<file path="src/rtl/csi_pkt_sched_pkg.sv">
// Shared types and constants for the CSI packet scheduler.
//   sched_state_t : scheduler FSM states (IDLE, GRANT, GAP)
//   GAP_CNT_W     : width of the inter-packet gap counter
package csi_pkt_sched_pkg;

  typedef enum logic [1:0] {
    IDLE  = 2'd0,
    GRANT = 2'd1,
    GAP   = 2'd2
  } sched_state_t;

  localparam int unsigned GAP_CNT_W = 8;

endpackage

</file>
<file path="src/rtl/rr_arbiter.sv">
// Combinational round-robin arbiter: picks the first asserted request
// searching upward from i_ptr with wrap-around.
// Ports:
//   i_req  [N-1:0]     request vector
//   i_ptr  [IDX_W-1:0] search start index (must be < N)
//   o_gnt  [N-1:0]     one-hot winner, 0 when no request
//   o_id   [IDX_W-1:0] winner index, 0 when no request
//   o_any              at least one request present
module rr_arbiter #(
  parameter int unsigned N     = 4,
  parameter int unsigned IDX_W = $clog2(N)
) (
  input  logic [N-1:0]     i_req,
  input  logic [IDX_W-1:0] i_ptr,
  output logic [N-1:0]     o_gnt,
  output logic [IDX_W-1:0] o_id,
  output logic             o_any
);

  always_comb begin
    o_gnt = '0;
    o_id  = '0;
    o_any = 1'b0;
    for (int unsigned k = 0; k < N; k++) begin
      int unsigned w_idx;
      w_idx = (int'(i_ptr) + k) % N;
      if (!o_any && i_req[w_idx]) begin
        o_any        = 1'b1;
        o_gnt[w_idx] = 1'b1;
        o_id         = IDX_W'(w_idx);
      end
    end
  end

endmodule

</file>
<file path="src/rtl/csi_pkt_scheduler.sv">
// Packet-level round-robin scheduler feeding the CSI master protocol layer.
// One source is granted for a whole packet; its beats pass through with zero
// latency. After each packet's last beat a GAP_CYCLES idle gap is enforced,
// followed by one IDLE arbitration cycle. New grants require link_en.
// Optional feature macro: CSI_PKT_SCHED_PRIO_EN (requester 0 strict priority).
// Ports:
//   hs_clk, rst (async, active-low)
//   link_en                 gate for new grants (sampled in IDLE only)
//   req_valid/req_data/req_last [per source]  source beats
//   req_ready [N_REQ]       per-source accept
//   out_valid/out_data/out_last, out_ready    muxed stream to protocol layer
//   gnt [N_REQ] one-hot grant, gnt_id grant index, busy (GRANT or GAP)
module csi_pkt_scheduler
  import csi_pkt_sched_pkg::*;
#(
  parameter  int unsigned N_REQ      = 4,
  parameter  int unsigned DATA_W     = 32,
  parameter  int unsigned GAP_CYCLES = 4,
  localparam int unsigned IDX_W      = $clog2(N_REQ)
) (
  input  logic                    hs_clk,
  input  logic                    rst,
  input  logic                    link_en,
  input  logic [N_REQ-1:0]        req_valid,
  input  logic [N_REQ*DATA_W-1:0] req_data,
  input  logic [N_REQ-1:0]        req_last,
  output logic [N_REQ-1:0]        req_ready,
  output logic                    out_valid,
  output logic [DATA_W-1:0]       out_data,
  output logic                    out_last,
  input  logic                    out_ready,
  output logic [N_REQ-1:0]        gnt,
  output logic [IDX_W-1:0]        gnt_id,
  output logic                    busy
);

  localparam logic [GAP_CNT_W-1:0] GAP_LOAD =
    (GAP_CYCLES > 0) ? GAP_CNT_W'(GAP_CYCLES - 1) : '0;

  sched_state_t          r_state, w_state_nxt;
  logic [IDX_W-1:0]      r_rr_ptr, w_rr_ptr_nxt;
  logic [GAP_CNT_W-1:0]  r_gap_cnt, w_gap_cnt_nxt;
  logic [IDX_W-1:0]      r_gnt_id, w_gnt_id_nxt;
  logic [N_REQ-1:0]      r_gnt, w_gnt_nxt;

  logic [N_REQ-1:0]      w_arb_req;
  logic [N_REQ-1:0]      w_arb_gnt;
  logic [IDX_W-1:0]      w_arb_id;
  logic                  w_arb_any;
  logic [IDX_W-1:0]      w_arb_ptr_inc;

  logic                  w_sel_valid;
  logic                  w_sel_last;
  logic [DATA_W-1:0]     w_sel_data;

`ifdef CSI_PKT_SCHED_PRIO_EN
  // Requester 0 is handled outside the arbiter; the rest stay round-robin.
  assign w_arb_req = {req_valid[N_REQ-1:1], 1'b0};
`else
  assign w_arb_req = req_valid;
`endif

  rr_arbiter #(
    .N     (N_REQ),
    .IDX_W (IDX_W)
  ) u_arb (
    .i_req (w_arb_req),
    .i_ptr (r_rr_ptr),
    .o_gnt (w_arb_gnt),
    .o_id  (w_arb_id),
    .o_any (w_arb_any)
  );

  assign w_arb_ptr_inc = (w_arb_id == IDX_W'(N_REQ - 1)) ? '0 : w_arb_id + 1'b1;

  // Granted source mux.
  always_comb begin
    w_sel_valid = 1'b0;
    w_sel_last  = 1'b0;
    w_sel_data  = '0;
    for (int unsigned i = 0; i < N_REQ; i++) begin
      if (r_gnt_id == IDX_W'(i)) begin
        w_sel_valid = req_valid[i];
        w_sel_last  = req_last[i];
        w_sel_data  = req_data[i*DATA_W +: DATA_W];
      end
    end
  end

  always_ff @(posedge hs_clk or negedge rst) begin
    if (!rst) begin
      r_state   <= IDLE;
      r_rr_ptr  <= '0;
      r_gap_cnt <= '0;
      r_gnt_id  <= '0;
      r_gnt     <= '0;
    end else begin
      r_state   <= w_state_nxt;
      r_rr_ptr  <= w_rr_ptr_nxt;
      r_gap_cnt <= w_gap_cnt_nxt;
      r_gnt_id  <= w_gnt_id_nxt;
      r_gnt     <= w_gnt_nxt;
    end
  end

  always_comb begin
    w_state_nxt   = r_state;
    w_rr_ptr_nxt  = r_rr_ptr;
    w_gap_cnt_nxt = r_gap_cnt;
    w_gnt_id_nxt  = r_gnt_id;
    w_gnt_nxt     = r_gnt;
    out_valid     = 1'b0;
    out_data      = '0;
    out_last      = 1'b0;
    req_ready     = '0;
    gnt           = '0;
    gnt_id        = '0;

    unique case (r_state)
      IDLE: begin
`ifdef CSI_PKT_SCHED_PRIO_EN
        if (link_en && req_valid[0]) begin
          w_state_nxt  = GRANT;
          w_gnt_id_nxt = '0;
          w_gnt_nxt    = N_REQ'(1);
        end else if (link_en && w_arb_any) begin
          w_state_nxt  = GRANT;
          w_gnt_id_nxt = w_arb_id;
          w_gnt_nxt    = w_arb_gnt;
          w_rr_ptr_nxt = w_arb_ptr_inc;
        end
`else
        if (link_en && w_arb_any) begin
          w_state_nxt  = GRANT;
          w_gnt_id_nxt = w_arb_id;
          w_gnt_nxt    = w_arb_gnt;
          w_rr_ptr_nxt = w_arb_ptr_inc;
        end
`endif
      end

      GRANT: begin
        out_valid = w_sel_valid;
        out_data  = w_sel_data;
        out_last  = w_sel_last;
        req_ready = out_ready ? r_gnt : '0;
        gnt       = r_gnt;
        gnt_id    = r_gnt_id;
        if (w_sel_valid && out_ready && w_sel_last) begin
          if (GAP_CYCLES == 0) begin
            w_state_nxt = IDLE;
          end else begin
            w_state_nxt   = GAP;
            w_gap_cnt_nxt = GAP_LOAD;
          end
        end
      end

      GAP: begin
        if (r_gap_cnt == '0) begin
          w_state_nxt = IDLE;
        end else begin
          w_gap_cnt_nxt = r_gap_cnt - 1'b1;
        end
      end

      default: w_state_nxt = IDLE;
    endcase
  end

  assign busy = (r_state != IDLE);

endmodule

</file>
<file path="config.mk">
export PLATFORM = sky130hd
export DESIGN_NAME = csi_pkt_scheduler
export DESIGN_NICKNAME = d
export VERILOG_FILES = /design/src/rtl/csi_pkt_sched_pkg.sv /design/src/rtl/rr_arbiter.sv /design/src/rtl/csi_pkt_scheduler.sv
export SDC_FILE = /design/constraint.sdc
export NUM_CORES = 1
export LEC_CHECK = 0
export ABC_AREA = 1
export CORE_MARGIN = 2
export CORE_UTILIZATION = 38
export CTS_CLUSTER_DIAMETER = 100
export CTS_CLUSTER_SIZE = 20
export DETAILED_ROUTE_END_ITERATION = 7
export MAX_ROUTING_LAYER = met4
export PLACE_DENSITY = 0.93
export SYNTH_ARGS = -nofsm -noshare
export SYNTH_HDL_FRONTEND = slang
export SYNTH_SLANG_ARGS = --single-unit
</file>
<file path="constraint.sdc">
create_clock -name hs_clk -period 3.75 [get_ports hs_clk]
set_input_delay 0.375 -clock hs_clk [delete_from_list [all_inputs] [get_ports hs_clk]]
set_output_delay 0.375 -clock hs_clk [all_outputs]
set_load 0.02 [all_outputs]
</file>
* Yosys cells after proc, flatten, opt, wreduce, memory -nomap -nowiden *
Cells that the tools add are included.

operators by class
  multiply operators = 0
  divide/modulo/power cells = 0
  order comparisons = 8
  mux-type cells = 55
  reductions and logical operators = 21
  bitwise logic cells = 3
  add/sub/neg operators = 5
  eq/ne operators = 10
  shift-type cells = 0

operator list
  kind                 count
  $mux 32              5
  $mux 4               7
  $mux 1               22
  $mux 2               9
  $mux 8               2
  $pmux 8 s2           1
  $lt 2x3->1 const B   4
  $or 4x4->4           3
  $logic_and 1x1->1    10
  $bmux 1 s2           4
  $demux 1 s2          4
  $eq 2x2->1 const B   4
  $ge 2x1->1 const B   4
  $logic_not 8->1      1
  $ne 2x2->1 const B   4
  $sub 8x1->8 const B  1
  $pmux 2 s3           1
  $reduce_and 3->1     2
  $add 2x1->2 const B  2
  $add 2x2->2 const B  2
  $eq 2x1->1 const B   2
  $logic_not 2->1      2
  $reduce_bool 2->1    2
  $logic_not 1->1      3
  $reduce_and 2->1     1

word-level totals
  memory bits (writable) = 0
  latch bits = 0
  ROM bits = 0
  flip-flop bits (word level) = 18
  bits of input ports = 140
  memories = 0

* Depth between registers and ports, before layout *
Gate-level depths: netlist of the first run.

  depth after elaboration = 15
  depth in mapped cells = 13
  mapped depth without buffers = 13

* Hierarchy *
Synthesis of the first run repeated with hierarchy kept, for this count alone.

unflattened totals
  cell total of the unflattened synthesis = 411
  area, all modules = 2572.5 sq um

by module, submodules not included
  module             cells each  area each (sq um)  instances
  csi_pkt_scheduler  337         2132.0             1
  rr_arbiter         74          440.4              1

* Worst setup path after synthesis of the first run *
No wires, ideal clock.

  path type = register to register
  from = register (tool-made name)
  to = register r_rr_ptr[1]
  slack = 1845 ps
  library setup time = 116 ps
  required time = 3634 ps
  data arrival time = 1789 ps
  cell stages (with the launch flop) = 13
  buffers on the path = 0
  cells stage by stage = dfrtp_1 > inv_4 > ha_1 > inv_1 > nand3_1 > nand2_2 > nand4_2 > nand2_4 > inv_4 > nand3_2 > nand2_1 > nand2_1 > nand2_1

RTL lines
  item                    RTL line                 RTL
  end signal: assignment  csi_pkt_scheduler.sv:99  r_rr_ptr <= w_rr_ptr_nxt;
  end: declaration        csi_pkt_scheduler.sv:41  logic [IDX_W-1:0] r_rr_ptr, w_rr_ptr_nxt;

* Worst setup path in the final report of the first run *
  from = register r_gnt_id[0]
  to = output port out_last

on the way
  word-level cells in the longest chain between the ends = 6
  elaborated cells between the ends (all ways) = 9
  classes of those cells = eq/ne: 3; mux: 5; reduce/logical: 1

RTL lines
  item                      RTL line                  RTL
  start: declaration        csi_pkt_scheduler.sv:43   logic [IDX_W-1:0] r_gnt_id, w_gnt_id_nxt;
  start signal: assignment  csi_pkt_scheduler.sv:101  r_gnt_id <= w_gnt_id_nxt;
  $logic_not 2->1           csi_pkt_scheduler.sv:82   if (r_gnt_id == IDX_W'(i)) begin
  $mux 1 (3 in series)      csi_pkt_scheduler.sv:82
  $mux 1 *                  csi_pkt_scheduler.sv:82
  $mux 1 *                  csi_pkt_scheduler.sv:119  unique case (r_state)
  end: declaration          csi_pkt_scheduler.sv:30   output logic out_last,

Every way passes the cells marked *; elsewhere a longest branch is shown, timed or not.

==> results of run 1 <==
stage by stage:
stage / util / hold WS, ns
after floorplan: - / 0.0794
after global placement: 0.690 / 0.479
after detailed placement: 0.690 / 0.502
after CTS: 0.696 / 0.516
after global routing: 0.697 / 0.528
final: 0.697 / 0.515
state kept, by name, indices dropped and copies added, names as in the netlist, named ones only:
register / count
r_gnt: 4
r_rr_ptr: 1
r_gnt_id: 2
r_state: 2
r_gap_cnt: 8
cells by family after synthesis:
kind of cell               Yosys count
buffers and inverters               71
adders and majority gates           10
xor gates and xnor gates             3
AOI/OAI and AO/OA                   98
and+or+nand+nor                    208
DFF                                 18
worst max-delay path, delay by kind of cell, from the launching register on:
family	cells	cell delay, ns
AO/OA/AOI/OAI	1	0.09
AND/OR/NAND/NOR	4	0.79
buffers and inverters	2	0.95
flip-flops	1	0.76
where the power goes:
group	switching, uW	internal (uW)
Combinational	1720	1220
Sequential	133	269
Clock	62.9	71.3
path summary, 6_finish.rpt:
path,start,endpoint,depth (start not counted)
max in group asynchronous,rst,r_gap_cnt[0],1
min in group asynchronous,rst,r_gnt_id[0],1
hold / removal,r_gap_cnt[0],r_gap_cnt[0],2
hold reg to reg,r_gap_cnt[0],r_gap_cnt[0],2
setup reg to reg,r_gnt_id[0],r_gap_cnt[5],9
setup / recovery,r_gnt_id[0],out_last,7
layer usage:
| layer | GRT usage | up-vias | wire, um |
|---|---|---|---|
| li1 | - | 1702 | - |
| met1 | 0.334 | 1617 | 4010 |
| met2 | 0.510 | 150 | 5400 |
| met3 | 0.0315 | 36 | 585 |
| met4 | 0.120 | 0 | 401 |
| met5 | - | - | 0 |
final cells by class:
type,instances,area (um^2)
Inverter,53,204
Clock buffer,3,41.3
Sequential cell,18,450
Tap cell,77,96.3
Timing Repair Buffer,187,1860
Fill cell,527,1910
Multi-Input combinational cell,319,1750
cells in the mapped netlist, drive strengths merged:
library cell / count
a21boi: 1
a21oi: 17
a22oi: 2
a31oi: 1
buf: 3
clkbuf: 15
clkinv: 1
dfrtp: 18
ha: 10
inv: 52
nand2: 105
nand3: 33
nand4: 4
nor2: 49
nor3: 8
nor3b: 1
o211ai: 19
o21a: 2
o21ai: 41
o221ai: 12
o22ai: 2
o31ai: 1
or2: 8
xnor2: 2
xor2: 1
what timing repair did:
action | 4_1_cts | 5_1_grt
hold endpoints to repair | 0 | 0
endpoints found under the setup margin | 0 | 1
gates resized for setup | 0 | 1
==> impl_metrics.json, run 1 <==
{
  "clock-skew-final_ns": 0.00734,
  "totalNegativeSetupSlack_ns": 0,
  "tritoncts_clock_tree": "done",
  "cp.required_ns": 3.38,
  "layout-drive-gt1-share": 0.0690,
  "antenna_cells": 0,
  "cts.sinks": 18,
  "die_w_um": 84.6,
  "detail-route-antenna-nets": 0,
  "synth_fa_ha_area_frac": 0.0507,
  "place_inst": 654,
  "finalMaxSlewViolations": 0,
  "first_iter_violations": 153,
  "synth_simple_gate_area_share": 0.395,
  "finish.instance_area_um2": 4400,
  "grt_start_max_net_pins": 37,
  "pre_cts_ws_ns": 0.561,
  "final-instance-count-excl-fill": 657,
  "yosysUniqueCellTypes": 37,
  "syn-num-nets": 558,
  "cts_hold_buffers": 0,
  "vias": 3505,
  "io_pins": 185,
  "global_route.overflow_total": 0,
  "final-hold-violation-count": 0,
  "number_of_clock_buffers_inserted_by_tritoncts": 3,
  "post_cts.repair.setup_buffers": 0,
  "timing.critical_path.cells": "inv_2, nor2_4, nand2_1, nand3_1, o21ai_1, nor2_1, clkdlybuf4s50_1",
  "regToRegSetupSlack_ns": 1.34,
  "synth_largest_type_area_fraction": 0.182,
  "gp_congestion": 0.935,
  "hold_path.class": "register to register",
  "fin_ws_ns": 0.530,
  "yosys_warnings": 0,
  "multiplexer_area_fraction_after_synthesis": 0,
  "synth_area_in_compound_gates": 0.249,
  "initial_util": 0.391,
  "setup_repair_after_global_routing_missed_its_margin": "false",
  "finalWorstPathRequiredPeriod_ns": 3.22,
  "post_synth_inst_count": 408,
  "ir_worst_vdd_v": 0.000559,
  "largest_incremental_delay_on_the_critical_path_ns": 0.76,
  "placement.io_buffers": 184,
  "maxSlewHeadroom": 0.436,
  "design.final.nets": 732,
  "fin_crit_sh": 0.859,
  "cts_buffer_depth": 2,
  "outcome": "finished clean",
  "via_count_of_the_first_global_routing_pass": 3546,
  "post-layout-total-power_uw": 3480,
  "core_area_um2": 6310,
  "end_kind": "output pin",
  "post_drt_via_cell_ratio": 5.33,
  "detail_route.drc_violations": 0,
  "yosys.area.top_type": "dfrtp_1",
  "crit_path_top_delay_cell": "dfrtp_1",
  "power_per_cell_area_nw_per_um2": 791,
  "setup.worst_path.start_class": "register",
  "yosys.area_share.xor_xnor": 0.0106,
  "die_height_um": 84.6,
  "most_frequent_standard_cell_in_the_layout_excluding_fill_and_tap_cells": "clkdlybuf4s50_1",
  "layout_common_cells": "184 x clkdlybuf4s50_1, 94 x nand2_1, 48 x inv_1, 44 x nor2_1, 36 x o21ai_0",
  "synth_top_family_by_area": "simple AND/OR/NAND/NOR gates",
  "clock-root-buffer": "clkbuf_8",
  "area_delta_synth_final_pct": 78.2,
  "fmax_mhz": 311,
  "detailed_place.area_um2": 4360,
  "setup_viol_count_final": 0,
  "power_leakage_uw": 0.00199,
  "critical_path_start_end_classification": "register to output pin",
  "htree_num_levels": 1,
  "synth.cell_area_um2": 2470,
  "detailed_place_hpwl_um": 8530,
  "cp_data_arrival_time_ns": 2.84,
  "yosys-top-cells-area": "dfrtp_1 18%, nand2_1 14%, o21ai_0 7.3%, inv_1 7.3%, nor2_1 6.7%",
  "tightestPinTransition_ns": 0.843,
  "grt_pass1_wl_um": 16700,
  "placement_rows": 29,
  "grt.total_usage": 0.290,
  "synthesis.area_per_instance_um2": 6.05,
  "total_die_area_um2": 7160,
  "detailedRoute.firstPassIterationCount": 4,
  "ys_seq_area_frac": 0.182,
  "routed_wirelength_um": 10400,
  "critical_path.max_fanout": 24,
  "detail_route.wl_per_cell_um": 15.8,
  "synth.ff_latch_count": 18,
  "antenna_found_initial": 0,
  "cap_violations": 0,
  "clk_pin_slew_ns": 0.07,
  "worst_skew_pair_latency_ns": 0.25
}
(Power assumes the default switching activity.)
==> inputs of run 2 (changes only) <==
- ABC_AREA: 1 -> unset
- CORE_UTILIZATION: 38 -> 37
- PLACE_DENSITY: 0.93 -> 0.91
==> run 2 against run 1 <==
Net effect:
- combinational power fell by 19%
- register-to-register slack got worse by 0.33 ns
- worst hold slack improved by 0.038 ns
- worst setup slack improved by 0.25 ns
- non-clock buffer count rose by 2
- cell count fell by 28%
- sequential share of layout area rose by 0.12 points
- clock-buffer cell count rose by 1
- critical path depth fell by 3
- highest routed layer unchanged
- largest power group unchanged
- via count fell by 27%
- global-route usage fell by 3.8 points
- largest cell class unchanged
- maximum frequency rose by 8.3%
==> impl_metrics.json, run 2 <==
{
  "outcome": "finished clean",
  "detail_route.drc_violations": 0,
  "yosys-top-cells-area": "mux4_2 33%, dfrtp_1 19%, and2_1 10%, ha_1 5.2%, a22oi_1 2.5%",
  "grt.total_usage": 0.252,
  "critical_path.max_fanout": 22,
  "layout-drive-gt1-share": 0.146,
  "vias": 2562,
  "largest-register": "r_gap_cnt",
  "grt_start_max_net_pins": 25,
  "fill_cells": 478,
  "post_cts.repair.setup_buffers": 0,
  "number_of_clock_buffers_inserted_by_tritoncts": 3,
  "first_iter_violations": 102,
  "regToRegEndpoint": "r_gnt_id[0]",
  "htree_num_levels": 1,
  "yosys_warnings": 0,
  "fin_crit_sh": 0.792,
  "cp_data_arrival_time_ns": 2.60,
  "postCtsResizedCells": 0,
  "synth.cell_area_um2": 2430,
  "global_route.overflow_total": 0,
  "total_die_area_um2": 7230,
  "gp_congestion": 0.938,
  "end_kind": "output pin",
  "initial_util": 0.382,
  "area_delta_synth_final_pct": 79.6,
  "placement.io_buffers": 184,
  "final-hold-violation-count": 0,
  "most_frequent_standard_cell_in_the_layout_excluding_fill_and_tap_cells": "clkdlybuf4s50_1",
  "ys_dominant_reg_cell": "dfrtp_1",
  "cts.sinks": 18,
  "top_regs": "r_gap_cnt: 8 flops, r_gnt: 4 flops",
  "synth.top_cells.by_count": "39 x and2_1, 36 x mux4_2, 18 x dfrtp_1",
  "rr_worst_depth": 6,
  "hold_path.class": "register to register",
  "critical_path_start_end_classification": "register to output pin",
  "post_synth_inst_count": 222,
  "yosysUniqueCellTypes": 43,
  "via_count_of_the_first_global_routing_pass": 2592,
  "yosys.area.top_type": "mux4_2",
  "finish.instance_area_um2": 4360,
  "tightestPinTransition_ns": 0.836,
  "layout_common_cells": "184 x clkdlybuf4s50_1, 39 x and2_1, 36 x mux4_2, 17 x dfrtp_1, 16 x nor2_1",
  "clock-root-buffer": "clkbuf_8",
  "syn-num-nets": 372,
  "routed_wirelength_um": 8890,
  "regToRegSetupSlack_ns": 1.01,
  "clk_pin_slew_ns": 0.07,
  "maxSlewHeadroom": 0.441,
  "endpoint": "out_data[20]",
  "detailed_place_hpwl_um": 7450,
  "number_of_synthesized_flops_with_an_enable_pin": 0,
  "power_leakage_uw": 0.00166,
  "finalMaxSlewViolations": 0,
  "clock-skew-final_ns": 0.00781,
  "totalNegativeSetupSlack_ns": 0,
  "synth.ff_latch_count": 18,
  "post_drt_via_cell_ratio": 5.41,
  "worst_skew_pair_latency_ns": 0.26,
  "post-layout-total-power_uw": 3010,
  "antenna_cells": 0,
  "power_per_cell_area_nw_per_um2": 690,
  "core_area_um2": 6350,
  "antenna_found_initial": 0,
  "synthesis.area_per_instance_um2": 10.9,
  "cts_buffer_depth": 2,
  "io_pins": 185,
  "fmax_mhz": 337,
  "detail-route-antenna-nets": 0,
  "synth_largest_type_area_fraction": 0.334,
  "most_repeated_cell_in_the_gate_level_netlist_after_synthesis": "and2_1",
  "setup.worst_path.start_class": "register",
  "die_height_um": 85.0,
  "cp.required_ns": 3.38,
  "detailedRoute.firstPassIterationCount": 5,
  "cts_hold_buffers": 0,
  "ys_seq_area_frac": 0.185,
  "ir_worst_vdd_v": 0.000386,
  "startpoint": "r_gnt_id[0]",
  "design.final.nets": 548,
  "detailed_place.area_um2": 4310,
  "finalWorstPathRequiredPeriod_ns": 2.97,
  "proportion_of_synthesized_flip_flops_having_asynchronous_set_or_reset": 1.00,
  "tritoncts_clock_tree": "done",
  "largest_register_ffs": 8,
  "setup_viol_count_final": 0,
  "placement_rows": 29,
  "detail_route.wl_per_cell_um": 18.7,
  "setup_repair_after_global_routing_missed_its_margin": "false",
  "grt_pass1_wl_um": 13900,
  "die_w_um": 85.0,
  "cap_violations": 0
}
==> run 2: cell count changes after synthesis, sizes merged, moves of 9 or more <==
cell    delta
nand2    -100
inv       -44
and2      +39
mux4      +38
o21ai     -38
nor2      -33
nand3     -32
o211ai    -19
a21oi     -16
o221ai     -9
==> run 2: layer usage <==
metal	global-route usage	wire, um	part of all wire	vias up
li1	-	-	-	1191
met1	0.295	3320	0.37	1238
met2	0.445	4750	0.54	119
met3	0.0506	659	0.074	14
met4	0.0606	150	0.017	0
met5	-	0	0	-
==> run 2: power breakdown <==
part,switching (uW),internal (uW),leakage (uW)
registers,184,280,0.000222
logic,1070,1310,0.00141
clock network,67.7,93.4,0.0000288
==> run 2: cell families after synthesis <==
group / Yosys count / synth area share
DFF: 18 / 0.185
adders and majority gates: 10 / 0.0515
muxes: 40 / 0.366
xor gates and xnor gates: 7 / 0.0252
buffers and inverters: 26 / 0.0536
and+or+nand+nor: 91 / 0.221
AOI/OAI and AO/OA: 30 / 0.0969
==> run 2: stage by stage <==
step | util | hold WS (ns) | cells | worst slack [ns]
finish | 0.687 | 0.553 | 474 | 0.778
detailed placement | 0.678 | 0.536 | 470 | 1.01
floorplan | - | 0.0794 | 222 | 1.35
global route | 0.687 | 0.560 | 474 | 0.607
global placement | 0.678 | 0.522 | 470 | 1.06
CTS | 0.687 | 0.554 | 474 | 0.724
==> run 2: critical path: stages (launching register included) <==
cell	delay, ns
dfrtp_2	0.79
buf_4	0.31
mux4_2	0.52
and2_1	0.17
clkdlybuf4s50_1	0.53
==> run 2: how the worst min path moves through the flow <==
stage	startpoint	end	slack (ns)	cells after the start
floorplan	rst	async pin	0.08	0
global route	r_gap_cnt[7]	r_gap_cnt[7]	0.56	2
CTS	r_gap_cnt[7]	r_gap_cnt[7]	0.55	2
finish	r_gap_cnt[7]	r_gap_cnt[7]	0.55	2
detailed placement	r_gap_cnt[7]	r_gap_cnt[7]	0.54	2
global placement	r_gap_cnt[7]	r_gap_cnt[7]	0.52	2
==> run 2: final cells by class <==
class | count | area (um^2) | share of cell area
inverter | 8 | 30.0 | 0.00688
sequential | 18 | 452 | 0.104
clock buffer | 4 | 55.1 | 0.0126
tap | 77 | 96.3 | 0.0221
timing repair buffer | 189 | 1880 | 0.431
multi-input combinational | 178 | 1850 | 0.424
